$ cat config.mk
export PLATFORM = sky130hd
export DESIGN_NAME = pipeline_ctrl
export DESIGN_NICKNAME = d
export VERILOG_FILES = /design/src/rtl/pipeline_ctrl.sv
export SDC_FILE = /design/constraint.sdc
export NUM_CORES = 1
export LEC_CHECK = 0
export CORE_UTILIZATION = 37
export CTS_BUF_LIST = sky130_fd_sc_hd__clkbuf_4
export DETAILED_ROUTE_END_ITERATION = 10
export GPL_TIMING_DRIVEN = 0
export PLACE_DENSITY = 0.83
export SETUP_SLACK_MARGIN = 0.5
export SLEW_MARGIN = 5
export SYNTH_ARGS = -nofsm -noshare
export SYNTH_HDL_FRONTEND = slang
export SYNTH_SLANG_ARGS = --single-unit
$ cat constraint.sdc
create_clock -name CLK -period 2.7 [get_ports CLK]
set_clock_uncertainty 0.15 [all_clocks]
set_input_delay 0.27 -clock CLK [delete_from_list [all_inputs] [get_ports CLK]]
set_output_delay 0.27 -clock CLK [all_outputs]
set_load 0.02 [all_outputs]
$ cat src/rtl/pipeline_ctrl.sv
// pipeline_ctrl: hazard / stall / flush controller for a five-stage pipeline.
// FSM states INIT, RUN, MEMWAIT and HALT. Latch enables and flushes are
// combinational from state and inputs. halted, mem_timeout and the perf
// counters are registered.
// Optional feature: define PIPELINE_CTRL_PERF_EN to build the stall_cnt and
// flush_cnt performance counters. When it is undefined, both ports read 0.
//
// Latch handshake: a latch captures on the rising edge when its enable is 1.
// If its flush is also 1, it loads a bubble instead of its upstream value.
module pipeline_ctrl #(
    parameter int TIMEOUT = 255
) (
    input  logic        CLK,
    input  logic        RST,
    input  logic        ihit,
    input  logic        dhit,
    input  logic        exmem_dreq,
    input  logic        idex_memread,
    input  logic [4:0]  idex_rd,
    input  logic [4:0]  ifid_rs,
    input  logic [4:0]  ifid_rt,
    input  logic        ex_redirect,
    input  logic        memwb_halt,
    output logic        pc_en,
    output logic        ifid_en,
    output logic        idex_en,
    output logic        exmem_en,
    output logic        memwb_en,
    output logic        ifid_flush,
    output logic        idex_flush,
    output logic        exmem_flush,
    output logic        halted,
    output logic        mem_timeout,
    output logic [31:0] stall_cnt,
    output logic [31:0] flush_cnt,
    output logic [1:0]  state_dbg
);

    localparam int CW = (TIMEOUT < 1) ? 1 : $clog2(TIMEOUT + 1);
    localparam logic [CW-1:0] TIMEOUT_V = CW'(TIMEOUT);

    typedef enum logic [1:0] {
        S_INIT    = 2'd0,
        S_RUN     = 2'd1,
        S_MEMWAIT = 2'd2,
        S_HALT    = 2'd3
    } state_t;

    state_t        state, next_state;
    logic [CW-1:0] wait_cnt;
    logic [CW-1:0] wait_nxt;
    logic          data_wait;
    logic          load_use;

    // In MEMWAIT the access is still outstanding, so only dhit ends the wait.
    assign data_wait = ~dhit & (exmem_dreq | (state == S_MEMWAIT));
    assign load_use  = idex_memread && (idex_rd != 5'd0) &&
                       ((idex_rd == ifid_rs) || (idex_rd == ifid_rt));
    assign wait_nxt  = (wait_cnt == TIMEOUT_V) ? wait_cnt : wait_cnt + CW'(1);
    assign state_dbg = state;

    // State register.
    always_ff @(posedge CLK) begin
        if (RST) state <= S_INIT;
        else     state <= next_state;
    end

    // Next-state logic. A halt reaching MEM/WB overrides everything else.
    always_comb begin
        next_state = state;
        case (state)
            S_INIT:    next_state = S_RUN;
            S_RUN:     if (memwb_halt)     next_state = S_HALT;
                       else if (data_wait) next_state = S_MEMWAIT;
            S_MEMWAIT: if (memwb_halt)     next_state = S_HALT;
                       else if (dhit)      next_state = S_RUN;
            S_HALT:    next_state = S_HALT;
            default:   next_state = S_INIT;
        endcase
    end

    // Control outputs. RUN and a completing MEMWAIT share the same priority
    // chain: data wait > redirect > load-use > ihit miss > advance.
    always_comb begin
        pc_en       = 1'b0;
        ifid_en     = 1'b0;
        idex_en     = 1'b0;
        exmem_en    = 1'b0;
        memwb_en    = 1'b0;
        ifid_flush  = 1'b0;
        idex_flush  = 1'b0;
        exmem_flush = 1'b0;
        if (RST || state == S_INIT) begin
            {pc_en, ifid_en, idex_en, exmem_en, memwb_en} = 5'b11111;
            {ifid_flush, idex_flush, exmem_flush}         = 3'b111;
        end else if (state == S_RUN || state == S_MEMWAIT) begin
            if (data_wait) begin
                pc_en = 1'b0;
            end else if (ex_redirect) begin
                {pc_en, ifid_en, idex_en, exmem_en, memwb_en} = 5'b11111;
                ifid_flush = 1'b1;
                idex_flush = 1'b1;
            end else if (load_use) begin
                {idex_en, exmem_en, memwb_en} = 3'b111;
                idex_flush = 1'b1;
            end else if (!ihit) begin
                {ifid_en, idex_en, exmem_en, memwb_en} = 4'b1111;
                ifid_flush = 1'b1;
            end else begin
                {pc_en, ifid_en, idex_en, exmem_en, memwb_en} = 5'b11111;
            end
        end
    end

    // Memory wait counter, sticky timeout flag and sticky halted flag.
    always_ff @(posedge CLK) begin
        if (RST) begin
            wait_cnt    <= '0;
            mem_timeout <= 1'b0;
            halted      <= 1'b0;
        end else begin
            if (state == S_RUN) begin
                wait_cnt <= '0;
            end else if (state == S_MEMWAIT && !dhit) begin
                wait_cnt <= wait_nxt;
                if (wait_nxt == TIMEOUT_V) mem_timeout <= 1'b1;
            end
            if (next_state == S_HALT) halted <= 1'b1;
        end
    end

`ifdef PIPELINE_CTRL_PERF_EN
    logic [31:0] stall_q;
    logic [31:0] flush_q;

    // Performance counters. They wrap naturally at 2^32.
    always_ff @(posedge CLK) begin
        if (RST) begin
            stall_q <= '0;
            flush_q <= '0;
        end else begin
            if (!pc_en && state != S_HALT)
                stall_q <= stall_q + 32'd1;
            if ((ifid_flush || idex_flush || exmem_flush) && state != S_INIT)
                flush_q <= flush_q + 32'd1;
        end
    end

    assign stall_cnt = stall_q;
    assign flush_cnt = flush_q;
`else
    assign stall_cnt = '0;
    assign flush_cnt = '0;
`endif

endmodule

* Word level (Yosys, flattened, before mapping)
Cells that the tools add are included.
** Cells by class
- Add/sub/neg operators :: 1
- Eq/ne operators :: 8
- Muxes and demuxes :: 32
- Bitwise operators :: 4
- Reductions and logical operators :: 11
** Operators by type and width (count)
- $mux W1 :: 26
- $eq A8 B8 Y1 const B :: 2
- $eq A5 B5 Y1 :: 2
- $add A8 B1 Y8 const B :: 1
- $mux W2 :: 4
- $mux W8 :: 1
- $pmux W2 S4 :: 1
- $eq A2 B2 Y1 const B :: 3
- $reduce_bool A5 Y1 :: 1
- $logic_and A1 B1 Y1 :: 3
- $logic_or A1 B1 Y1 :: 3
- $reduce_and A3 Y1 :: 1
- $eq A2 B1 Y1 const B :: 1
- $logic_not A2 Y1 :: 1
- $not A1 Y1 :: 2
- $reduce_or A2 Y1 :: 1
- $and A1 B1 Y1 :: 1
- $logic_not A1 Y1 :: 1
- $or A1 B1 Y1 :: 1
** Storage, ports and cells
- Flip-flop bits (word level) :: 12
- Input port bits :: 23
- Output and inout bits :: 76
- Logic and storage cells :: 60

* Depth between registers and ports, before layout
Gate-level depths: netlist of the first run.
- Depth after elaboration :: 8
- Gate-level depth with buffers :: 7
- Gate-level depth less buffers :: 6

* Worst setup path before layout of the first run
OpenSTA, ideal clock, no wires.
- Path kind :: register to register
- From :: register state[1] (netlist: state_dbg[1])
- To :: register mem_timeout
- Setup time :: 0.092 ns
- Data arrival time :: 2.202 ns
- Required time :: 2.458 ns
- Slack :: 0.256 ns
- Cell stages (with the launch flop) :: 8
- Buffers on the path :: 1
- Period minus slack after synthesis :: 2.444 ns
- Cells stage by stage :: dfxtp_1 > inv_1 > ha_1 > or2_1 > buf_6 > or4_1 > a211o_1 > o32ai_1
** On the way
- Longest elaborated chain between the ends :: 3
- Elaborated cells on any way between the ends :: 5
- Classes of those cells :: 2 x eq/ne; 1 x bitwise; 2 x reduce/logical
** Ends and longest elaborated chain
- start: declaration :: RTL line 49 : state_t state, next_state;
- start signal: assignment :: RTL line 65 : else state <= next_state;
- $eq A2 B2 Y1 / $eq A2 B1 Y1 (equally long branches) :: RTL line 124, 122
- $logic_and A1 B1 Y1 / $not A1 Y1 (equally long branches)
- $reduce_and A3 Y1 (no source line) *
- end signal: assignment :: RTL line 119 : mem_timeout <= 1'b0;
- end signal: assignment :: RTL line 126 : if (wait_nxt == TIMEOUT_V) mem_timeout <= 1'b1;
- end: declaration :: RTL line 33 : output logic mem_timeout,
Mark *: on every way between the ends. The rest lies on a longest branch, timed or not.
A chain may end at the register's enable or synchronous reset.

* Worst setup path in the final report of the first run
Same ends and word-level chain as after synthesis.

==> metrics, run 1 <==
GP Congestion 0.8690; type of the worst setup path flip-flop to flip-flop; Total Wirelength 3.566 mm; GRT Total Usage 0.1669; initial antenna violation count 0; most common cell in the netlist buf_4; die height about 65 um; post-synth top area share 0.3376; period utilization 0.8054; Inserted Clock Buffers 3; Synth Warn # 0; CP Launch Type flip-flop; worst-margin pin slew slightly above 700 ps; H-tree lvl count 1; Row Count 22; Core Box Area 0.003744 mm^2; worst hold path class input port to flip-flop; first drt pass iteration count 4; Peak supply drop ~210 uV; DRT iter0 DRCs 57; pre-CTS setup slack -141.1 ps; initial core utilization 0.3920; Final Util 0.6150; Residual DRC 0; synth unique cells 40; final setup vio count 0; Vias/cell between 4 and 5; # diodes 0; #FFs+latches synth 12; max-cap viol count 0; final worst setup slack 525.3 ps; Slew headroom 0.5072; Die ar. 0.004222 mm^2; Die Width ~65 um; PD cells 279.4 mW/mm^2; Commonest cells post-synth buf_4 (66), nor2_1 (15), dfxtp_1 (12); share of cells above drive strength 1 0.3388; nets 336; Cells after Synth 197; vias in the first global route 1181; Pleak approximately 1.1 nW; CP Capture Type flip-flop; Clk Latency, worst-skew pair 280 ps; Avg Cell Area, Syn 7.450 um^2; crit path DAT between 2000 and 2500 ps; area leader, netlist buf_4; Post-synth EDFFs 0; Critical Path RT 2750 ps; first-pass GRT wire length 5.492 mm; Mapped Area 0.001468 mm^2; DP HPWL 2.646 mm; Wirelength per Cell approximately 10 um; via count 1489; crit path time final 2175 ps; Clk pin slew, worst setup/hold paths 80 ps; Area contributors post-synth buf_4 (34%), dfxtp_1 (16%), xnor2_1 (6.0%); largest fanout on the critical path 5; TritonCTS clock tree yes; ys flop type dfxtp_1; unrepaired setup endpoints after global routing true; Port Buffers 34; Layout Area Growth over Synthesis 56.86%; TritonCTS Sinks 12; CTS root buf clkbuf_4; Top Ports 99; largest net degree at the start of global routing 11; outcome completed; Async S/R FF share, synth 0; clock tree buffer depth 2; fmax 459.8 MHz; max-slew violations 0; sequential element share of the synthesized area 0.1637; setup tns final 0 ps; gr ovfl total 0; final hold vios 0; post-route ant nets 0; fillers 334
state kept, by name, summed over array words and instances (netlist names):
signal and flops:
halted 1, mem_timeout 1, state_dbg 2, wait_cnt 8
repair_timing:
item,4_1_cts,5_1_grt
pin swaps,3,4
endpoints found under the setup margin,9,9
resized for setup,47,12
setup buffers,9,0
hold buffers,0,0
endpoints found under the hold margin,0,0
worst max-delay path, cell delays in order, from the launching register on:
cell,delay [ps]
dfxtp_4,380
inv_2,70
ha_4,170
or2_1,210
buf_6,120
or4_4,510
a211o_1,240
o32ai_2,230
cell usage in the layout, fill, tap and decap left out, types with 2 or more instances in the layout:
cell and n:
clkbuf_1 4, nor2_1 13, mux2i_1 3, clkdlybuf4s50_1 22, a21o_1 2, a41oi_1 2, nor2b_1 2, xor2_1 2
nor2_4 2, o211ai_1 2, o21ai_0 4, dfxtp_4 2, nand3_1 8, inv_1 5, nor3_1 6, buf_2 3
dlygate4sd2_1 4, dlymetal6s2s_1 2, xnor2_1 10, nand2_1 10, nand4_1 2, ha_4 3, inv_2 3, or4_4 2
conb_1 64, o21bai_1 2, clkbuf_4 3, buf_4 77, dfxtp_1 10, a21oi_1 7
cell type report:
cell class | count | area [um^2] | area share
timing repair buffer | 43 | 389.1 | 0.1690
inverter | 8 | 30.03 | 0.01304
clock buffer | 3 | 22.52 | 0.009783
multi-input combinational | 169 | 1027 | 0.4462
clock inverter | 1 | 3.754 | 0.001630
sequential | 12 | 247.7 | 0.1076
buffer | 71 | 521.8 | 0.2266
tap | 48 | 60.06 | 0.02609
per-layer routing:
layer | vias up | track usage | wire [um]
li1 | 762 | - | -
met1 | 645 | 0.1922 | 1377
met2 | 76 | 0.3021 | 1865
met3 | 6 | 0.02289 | 252
met4 | 0 | 0.07222 | 70
met5 | - | 0 | 0
power by group:
group          internal (mW)  switching (mW)
sequential             0.180         0.00466
clock                 0.0536          0.0646
combinational          0.162           0.178
total                  0.396           0.248
final timing paths:
kind                            depth (start not counted)                       end                startpoint  slack [ps]
worst min-delay path                                    2   state_dbg[0]$_SDFF_PP0_                       RST         230
worst max register to register                          7  mem_timeout$_SDFFE_PP0P_   state_dbg[1]$_SDFF_PP0_         530
worst min register to register                          2  mem_timeout$_SDFFE_PP0P_  mem_timeout$_SDFFE_PP0P_         330
worst max-delay path                                    7  mem_timeout$_SDFFE_PP0P_   state_dbg[1]$_SDFF_PP0_         530
per-stage QoR:
step	instances	power, mW	instance area [um^2]	hold slack, ps
floorplan	260	0.4117	1708	192.4
global placement	342	0.4880	2108	301.0
detailed placement	342	0.4908	2108	302.5
CTS	355	0.6300	2256	315.0
global route	355	0.6776	2302	249.9
finish	355	0.6433	2302	230.5
logic make-up after synthesis:
kind of cell / Yosys count / share of synthesized area
buffers and inverters: 79 / 0.3760
AND/OR/NAND/NOR: 52 / 0.1705
AO/OA/AOI/OAI: 33 / 0.1526
XOR/XNOR: 12 / 0.07161
flip-flops: 12 / 0.1637
adder cells (fa/ha/maj): 5 / 0.04263
multiplexers: 3 / 0.02046
other: 1 / 0.002555
Note: power is estimated with default switching activity, not from simulation.
==> inputs of run 2 (changes only) <==
--- a/config.mk
+++ b/config.mk
@@ -5,11 +5,11 @@
 export SDC_FILE = /design/constraint.sdc
 export NUM_CORES = 1
 export LEC_CHECK = 0
-export CORE_UTILIZATION = 37
+export CORE_UTILIZATION = 33
 export CTS_BUF_LIST = sky130_fd_sc_hd__clkbuf_4
 export DETAILED_ROUTE_END_ITERATION = 10
 export GPL_TIMING_DRIVEN = 0
-export PLACE_DENSITY = 0.83
+export PLACE_DENSITY = 0.78
 export SETUP_SLACK_MARGIN = 0.5
 export SLEW_MARGIN = 5
 export SYNTH_ARGS = -nofsm -noshare
==> constraint.sdc (replaced) <==
create_clock -name CLK -period 1.8 [get_ports CLK]
set_clock_uncertainty 0.15 [all_clocks]
set_input_delay 0.18 -clock CLK [delete_from_list [all_inputs] [get_ports CLK]]
set_output_delay 0.18 -clock CLK [all_outputs]
set_load 0.02 [all_outputs]
==> metrics, run 2 (same netlist as run 1, synthesis figures left out) <==
crit path time final 2082 ps (was 2175 ps); vias in the first global route 1201 (was 1181); final worst setup slack -282.3 ps (was 525.3 ps); hold_buf cts 0 (unchanged); type of the worst setup path flip-flop to flip-flop (unchanged); commonest cells after routing, fill and taps aside buf_4 (75), conb_1 (64), clkdlybuf4s50_1 (17) (was buf_4 (77), conb_1 (64), clkdlybuf4s50_1 (22)); # diodes 0 (unchanged); fillers 341 (was 334); via count 1537 (was 1489); setup tns final -1678 ps (was 0 ps); CP Launch Type flip-flop (unchanged); outcome complete, but fails checks (was completed); CP Capture Type flip-flop (unchanged); Pint 0.6403 mW (was 0.3958 mW); Port Buffers 34 (unchanged); sequential share of power 0.253 (was 0.287); H-tree lvl count 1 (unchanged); hold-critical path depth 2 (unchanged); pre-CTS setup slack -1009 ps (was -141.1 ps); Vias/cell 4.258 (was 4.194); post-route ant nets 0 (unchanged); DRT iter0 DRCs 49 (was 57); RR Startpoint state_dbg[0]$_SDFF_PP0_ (was state_dbg[1]$_SDFF_PP0_); Core Box Area 0.004144 mm^2 (was 0.003744 mm^2); share of cells above drive strength 1 0.4791 (was 0.3388); sw power 0.4268 mW (was 0.2475 mW); largest net degree at the start of global routing 11 (unchanged); Clk pin slew, worst setup/hold paths 90 ps (was 80 ps); most common cell after layout, fill and taps aside buf_4 (unchanged); Crit. Startpoint state_dbg[0]$_SDFF_PP0_ (was state_dbg[1]$_SDFF_PP0_); Top Ports 99 (unchanged); Layout Area Growth over Synthesis 78.86% (was 56.86%); hold_ws 349.3 ps (was 230.5 ps); gr ovfl total 0 (unchanged); Pleak 1.212 nW (was 1.122 nW); CTS root buf clkbuf_4 (unchanged); Die ar. 0.004718 mm^2 (was 0.004222 mm^2); Clk Latency, worst-skew pair 290 ps (was 280 ps); initial core utilization 0.3542 (was 0.3920); PD cells 406.5 mW/mm^2 (was 279.4 mW/mm^2); max-cap viol count 0 (unchanged); Residual DRC 0 (unchanged); final hold vios 0 (unchanged); min-delay src halted$_SDFFE_PP0N_ (was RST); TritonCTS Sinks 12 (unchanged); TritonCTS clock tree yes (unchanged); period utilization 1.157 (was 0.8054); first-pass GRT wire length 5.333 mm (was 5.492 mm); max-slew violations 0 (unchanged); die height 68.69 um (was 64.98 um); nets 340 (was 336); crit path DAT 2140 ps (was 2230 ps); final setup vio count 8 (was 0); Final Util 0.6335 (was 0.6150); DP HPWL 2.599 mm (was 2.646 mm); Die Width 68.69 um (was 64.98 um); first drt pass iteration count 4 (unchanged); fmax 480.2 MHz (was 459.8 MHz); DP Area 0.002218 mm^2 (was 0.002108 mm^2); Wirelength per Cell 11.87 um (was 10.05 um); clock power share 0.177 (was 0.184); final instance area 0.002625 mm^2 (was 0.002302 mm^2); Row Count 23 (was 22); worst hold path class flip-flop to flip-flop (was input port to flip-flop); largest fanout on the critical path 2 (was 5); combinational power share 0.570 (was 0.529); Inserted Clock Buffers 3 (unchanged); Switching Share 0.4000 (was 0.3847); failing checks negative setup slack; clock tree buffer depth 2 (unchanged); Total Wirelength 4.285 mm (was 3.566 mm); initial antenna violation count 0 (unchanged); flip-flop count of the largest register after layout 8 (unchanged); Critical Path RT 1860 ps (was 2750 ps); Worst Reg2Reg Path Length in Cells 7 (unchanged); GP Congestion 0.8782 (was 0.8690); Peak supply drop 320.8 uV (was 207.7 uV); unrepaired setup endpoints after global routing true (unchanged); most flop-heavy register wait_cnt (unchanged); GRT Total Usage 0.1496 (was 0.1669)
## run 2: cell count changes in the layout (fill, tap and decap cells not counted), sizes merged
| cell | change |
|---|---|
| buf | +11 |
| clkdlybuf4s50 | -5 |
| clkbuf | -1 |
| dlymetal6s2s | -1 |
## run 2: power by group through the flow
stage	registers (mW)	logic, mW	clock network, mW
finish	0.270	0.609	0.189
global route	0.270	0.648	0.205
CTS	0.271	0.516	0.187
detailed placement	0.284	0.480	0
global placement	0.285	0.475	0
floorplan	0.289	0.355	0
## run 2: repair_timing
action | CTS | global route
pin swaps | 9 | 26
resized for setup | 81 | 58
endpoints found under the hold margin | 0 | 0
endpoints found under the setup margin | 24 | 24
buffers inserted | 7 | 6
## run 2: routing by layer
layer	share of wire	wire length [um]	global-route usage
met5	0	0	0
met4	0.038	163	0.02041
met1	0.34	1449	0.1629
met2	0.56	2405	0.2904
met3	0.062	266	0.04112
## run 2: worst max-delay path, stage by stage, from the launching register on
cell and delay, ps:
dfxtp_4 360, buf_6 120, ha_4 150, or2_1 240, buf_6 130, or4_4 400, a211o_1 250, o32ai_2 190
## run 2: area by class of cell
cell class                 count  area [um^2]  area share
buffer                        71        533.0      0.2031
clock buffer                   3        22.52    0.008580
timing repair buffer          47        466.7      0.1778
inverter                       8        37.54     0.01430
tap                           50        62.56     0.02383
multi-input combinational    169         1235      0.4704
sequential                    12        264.0      0.1006
clock inverter                 1        3.754    0.001430
## run 2: stage by stage
step	cells	total power, mW
2_1_floorplan	260	0.6436
3_3_place_gp	344	0.7592
4_1_cts	355	0.9744
6_report	361	1.067
3_5_place_dp	344	0.7640
5_1_grt	361	1.124
## run 2: worst paths after layout
check / end / slack, ps
worst max-delay path: mem_timeout$_SDFFE_PP0P_ / -280
worst min-delay path: halted$_SDFFE_PP0N_ / 350
worst max register to register: mem_timeout$_SDFFE_PP0P_ / -280
worst min register to register: halted$_SDFFE_PP0N_ / 350
==> inputs of run 3 (changes only) <==
--- a/config.mk
+++ b/config.mk
@@ -10,7 +10,7 @@
 export DETAILED_ROUTE_END_ITERATION = 10
 export GPL_TIMING_DRIVEN = 0
 export PLACE_DENSITY = 0.78
-export SETUP_SLACK_MARGIN = 0.5
+export SETUP_SLACK_MARGIN = 0.02
 export SLEW_MARGIN = 5
 export SYNTH_ARGS = -nofsm -noshare
 export SYNTH_HDL_FRONTEND = slang
==> metrics, run 3 (same netlist as run 1, synthesis figures left out) <==
commonest cells after routing, fill and taps aside buf_4 (80), conb_1 (64), clkdlybuf4s50_1 (21) (was buf_4 (75), conb_1 (64), clkdlybuf4s50_1 (17)); Pleak 1.155 nW (was 1.212 nW); outcome complete, but fails checks (unchanged); sequential share of power 0.272 (was 0.253); share of cells above drive strength 1 0.3782 (was 0.4791); Port Buffers 34 (unchanged); Total Wirelength 3.781 mm (was 4.285 mm); largest net degree at the start of global routing 11 (unchanged); type of the worst setup path flip-flop to primary output (was flip-flop to flip-flop); crit path time final 2066 ps (was 2082 ps); DRT iter0 DRCs 87 (was 49); initial antenna violation count 0 (unchanged); CP Launch Type flip-flop (unchanged); Peak supply drop 208.9 uV (was 320.8 uV); period utilization 1.148 (was 1.157); clock tree buffer depth 2 (unchanged); final worst setup slack -266.1 ps (was -282.3 ps); TritonCTS clock tree yes (unchanged); hold_buf cts 0 (unchanged); Pint 0.6371 mW (was 0.6403 mW); CP peak stage delay 420 ps (was 400 ps); worst path cell trace inv_4, ha_4, or3_4, nor2_4, a21oi_2, buf_4 (was buf_6, ha_4, or2_1, buf_6, or4_4, a211o_1, o32ai_2); final non-filler cell total 362 (was 361); crit path DAT 1740 ps (was 2140 ps); gr ovfl total 0 (unchanged); H-tree lvl count 1 (unchanged); final hold vios 0 (unchanged); GRT Total Usage 0.1445 (was 0.1496); unrepaired setup endpoints after global routing true (unchanged); via count 1492 (was 1537); Vias/cell 4.122 (was 4.258); GP Congestion 0.8741 (was 0.8782); PD cells 420.8 mW/mm^2 (was 406.5 mW/mm^2); Critical Path RT 1470 ps (was 1860 ps); Die ar. 0.004718 mm^2 (unchanged); placed insts 344 (unchanged); most flop-heavy register wait_cnt (unchanged); Layout Area Growth over Synthesis 64.02% (was 78.86%); Residual DRC 0 (unchanged); sw power 0.3759 mW (was 0.4268 mW); Largest delay share family, worst path simple AND/OR/NAND/NOR gates (unchanged); post-route ant nets 0 (unchanged); overall power 1.013 mW (was 1.067 mW); first drt pass iteration count 4 (unchanged); Top Ports 99 (unchanged); final setup vio count 9 (was 8); flip-flop count of the largest register after layout 8 (unchanged); DP HPWL 2.633 mm (was 2.599 mm); Clk Latency, worst-skew pair 280 ps (was 290 ps); TritonCTS Sinks 12 (unchanged); most common cell after layout, fill and taps aside buf_4 (unchanged); Final Util 0.5809 (was 0.6335); Wirelength per Cell 10.44 um (was 11.87 um); CP Capture Type primary output (was flip-flop); initial core utilization 0.3542 (unchanged); Clk pin slew, worst setup/hold paths 80 ps (was 90 ps); CTS root buf clkbuf_4 (unchanged); Buffers & Inverters on Critical Path 2 (unchanged); die height 68.69 um (unchanged); # diodes 0 (unchanged); CP max stage cell or3_4 (was or4_4); failing checks negative setup slack (unchanged); max-cap viol count 0 (unchanged); largest fanout on the critical path 4 (was 2); max-slew violations 0 (unchanged); clock power share 0.191 (was 0.177); Die Width 68.69 um (unchanged); fmax 484.0 MHz (was 480.2 MHz); Row Count 23 (unchanged); hold_ws 341.9 ps (was 349.3 ps); vias in the first global route 1148 (was 1201); combinational power share 0.537 (was 0.570); Switching Share 0.3710 (was 0.4000); worst hold path class flip-flop to flip-flop (unchanged); Core Box Area 0.004144 mm^2 (unchanged); first-pass GRT wire length 5.112 mm (was 5.333 mm); Inserted Clock Buffers 3 (unchanged); nets 341 (was 340)
run 3: changes by cell type in the layout (fill, tap and decap cells not counted), sizes merged:
cell,previous run,this run
clkinv,1,0
clkbuf,6,8
dlymetal6s2s,1,0
buf,92,88
clkdlybuf4s15,1,0
clkdlybuf4s50,17,21
dlygate4sd2,4,6
run 3: stage by stage:
stage	worst slack, ps	TNS, ps	cell area, um^2
after floorplan	-181.1	-240.5	1753
after global placement	-843.2	-5651	2156
after detailed placement	-862.7	-5723	2156
after CTS	-270.8	-1740	2302
after global routing	-333.4	-2179	2407
final	-266.1	-1593	2407
run 3: cell type report:
cell class                 instances  area [um^2]
tap                               50        62.56
clock buffer                       4        30.03
inverter                           8        32.53
timing repair buffer              49        457.9
multi-input combinational        169         1064
sequential                        12        249.0
fill                             378         1737
buffer                            70        511.7
run 3: worst paths after layout:
path / slack, ps / cells after the start / end / start
hold reg to reg: 340 / 2 / mem_timeout$_SDFFE_PP0P_ / mem_timeout$_SDFFE_PP0P_
setup / recovery: -270 / 6 / ifid_flush / state_dbg[1]$_SDFF_PP0_
hold / removal: 340 / 2 / mem_timeout$_SDFFE_PP0P_ / mem_timeout$_SDFFE_PP0P_
setup reg to reg: -220 / 6 / mem_timeout$_SDFFE_PP0P_ / state_dbg[1]$_SDFF_PP0_
run 3: repair_timing:
item	in CTS	in global routing
setup endpoints to repair	13	15
gates resized for setup	53	24
pin swaps	6	12
buffers inserted	9	6
run 3: tightest hold or removal path: stages, from the launching register on:
cell,delay (ps)
dfxtp_1,320
inv_1,70
o32ai_2,60
run 3: power groups by stage:
stage | clock [mW] | combinational [mW] | sequential, mW
2_1_floorplan | 0 | 0.344 | 0.289
4_1_cts | 0.195 | 0.504 | 0.274
5_1_grt | 0.205 | 0.586 | 0.276
6_report | 0.194 | 0.544 | 0.275
3_5_place_dp | 0 | 0.468 | 0.284
3_3_place_gp | 0 | 0.464 | 0.284
run 3: metal layers:
layer	GRT usage	routed length, um	up-vias
met3	0.01645	276	10
li1	-	-	766
met2	0.2598	1967	74
met1	0.1660	1433	642
met5	0	0	-
met4	0.07653	104	0
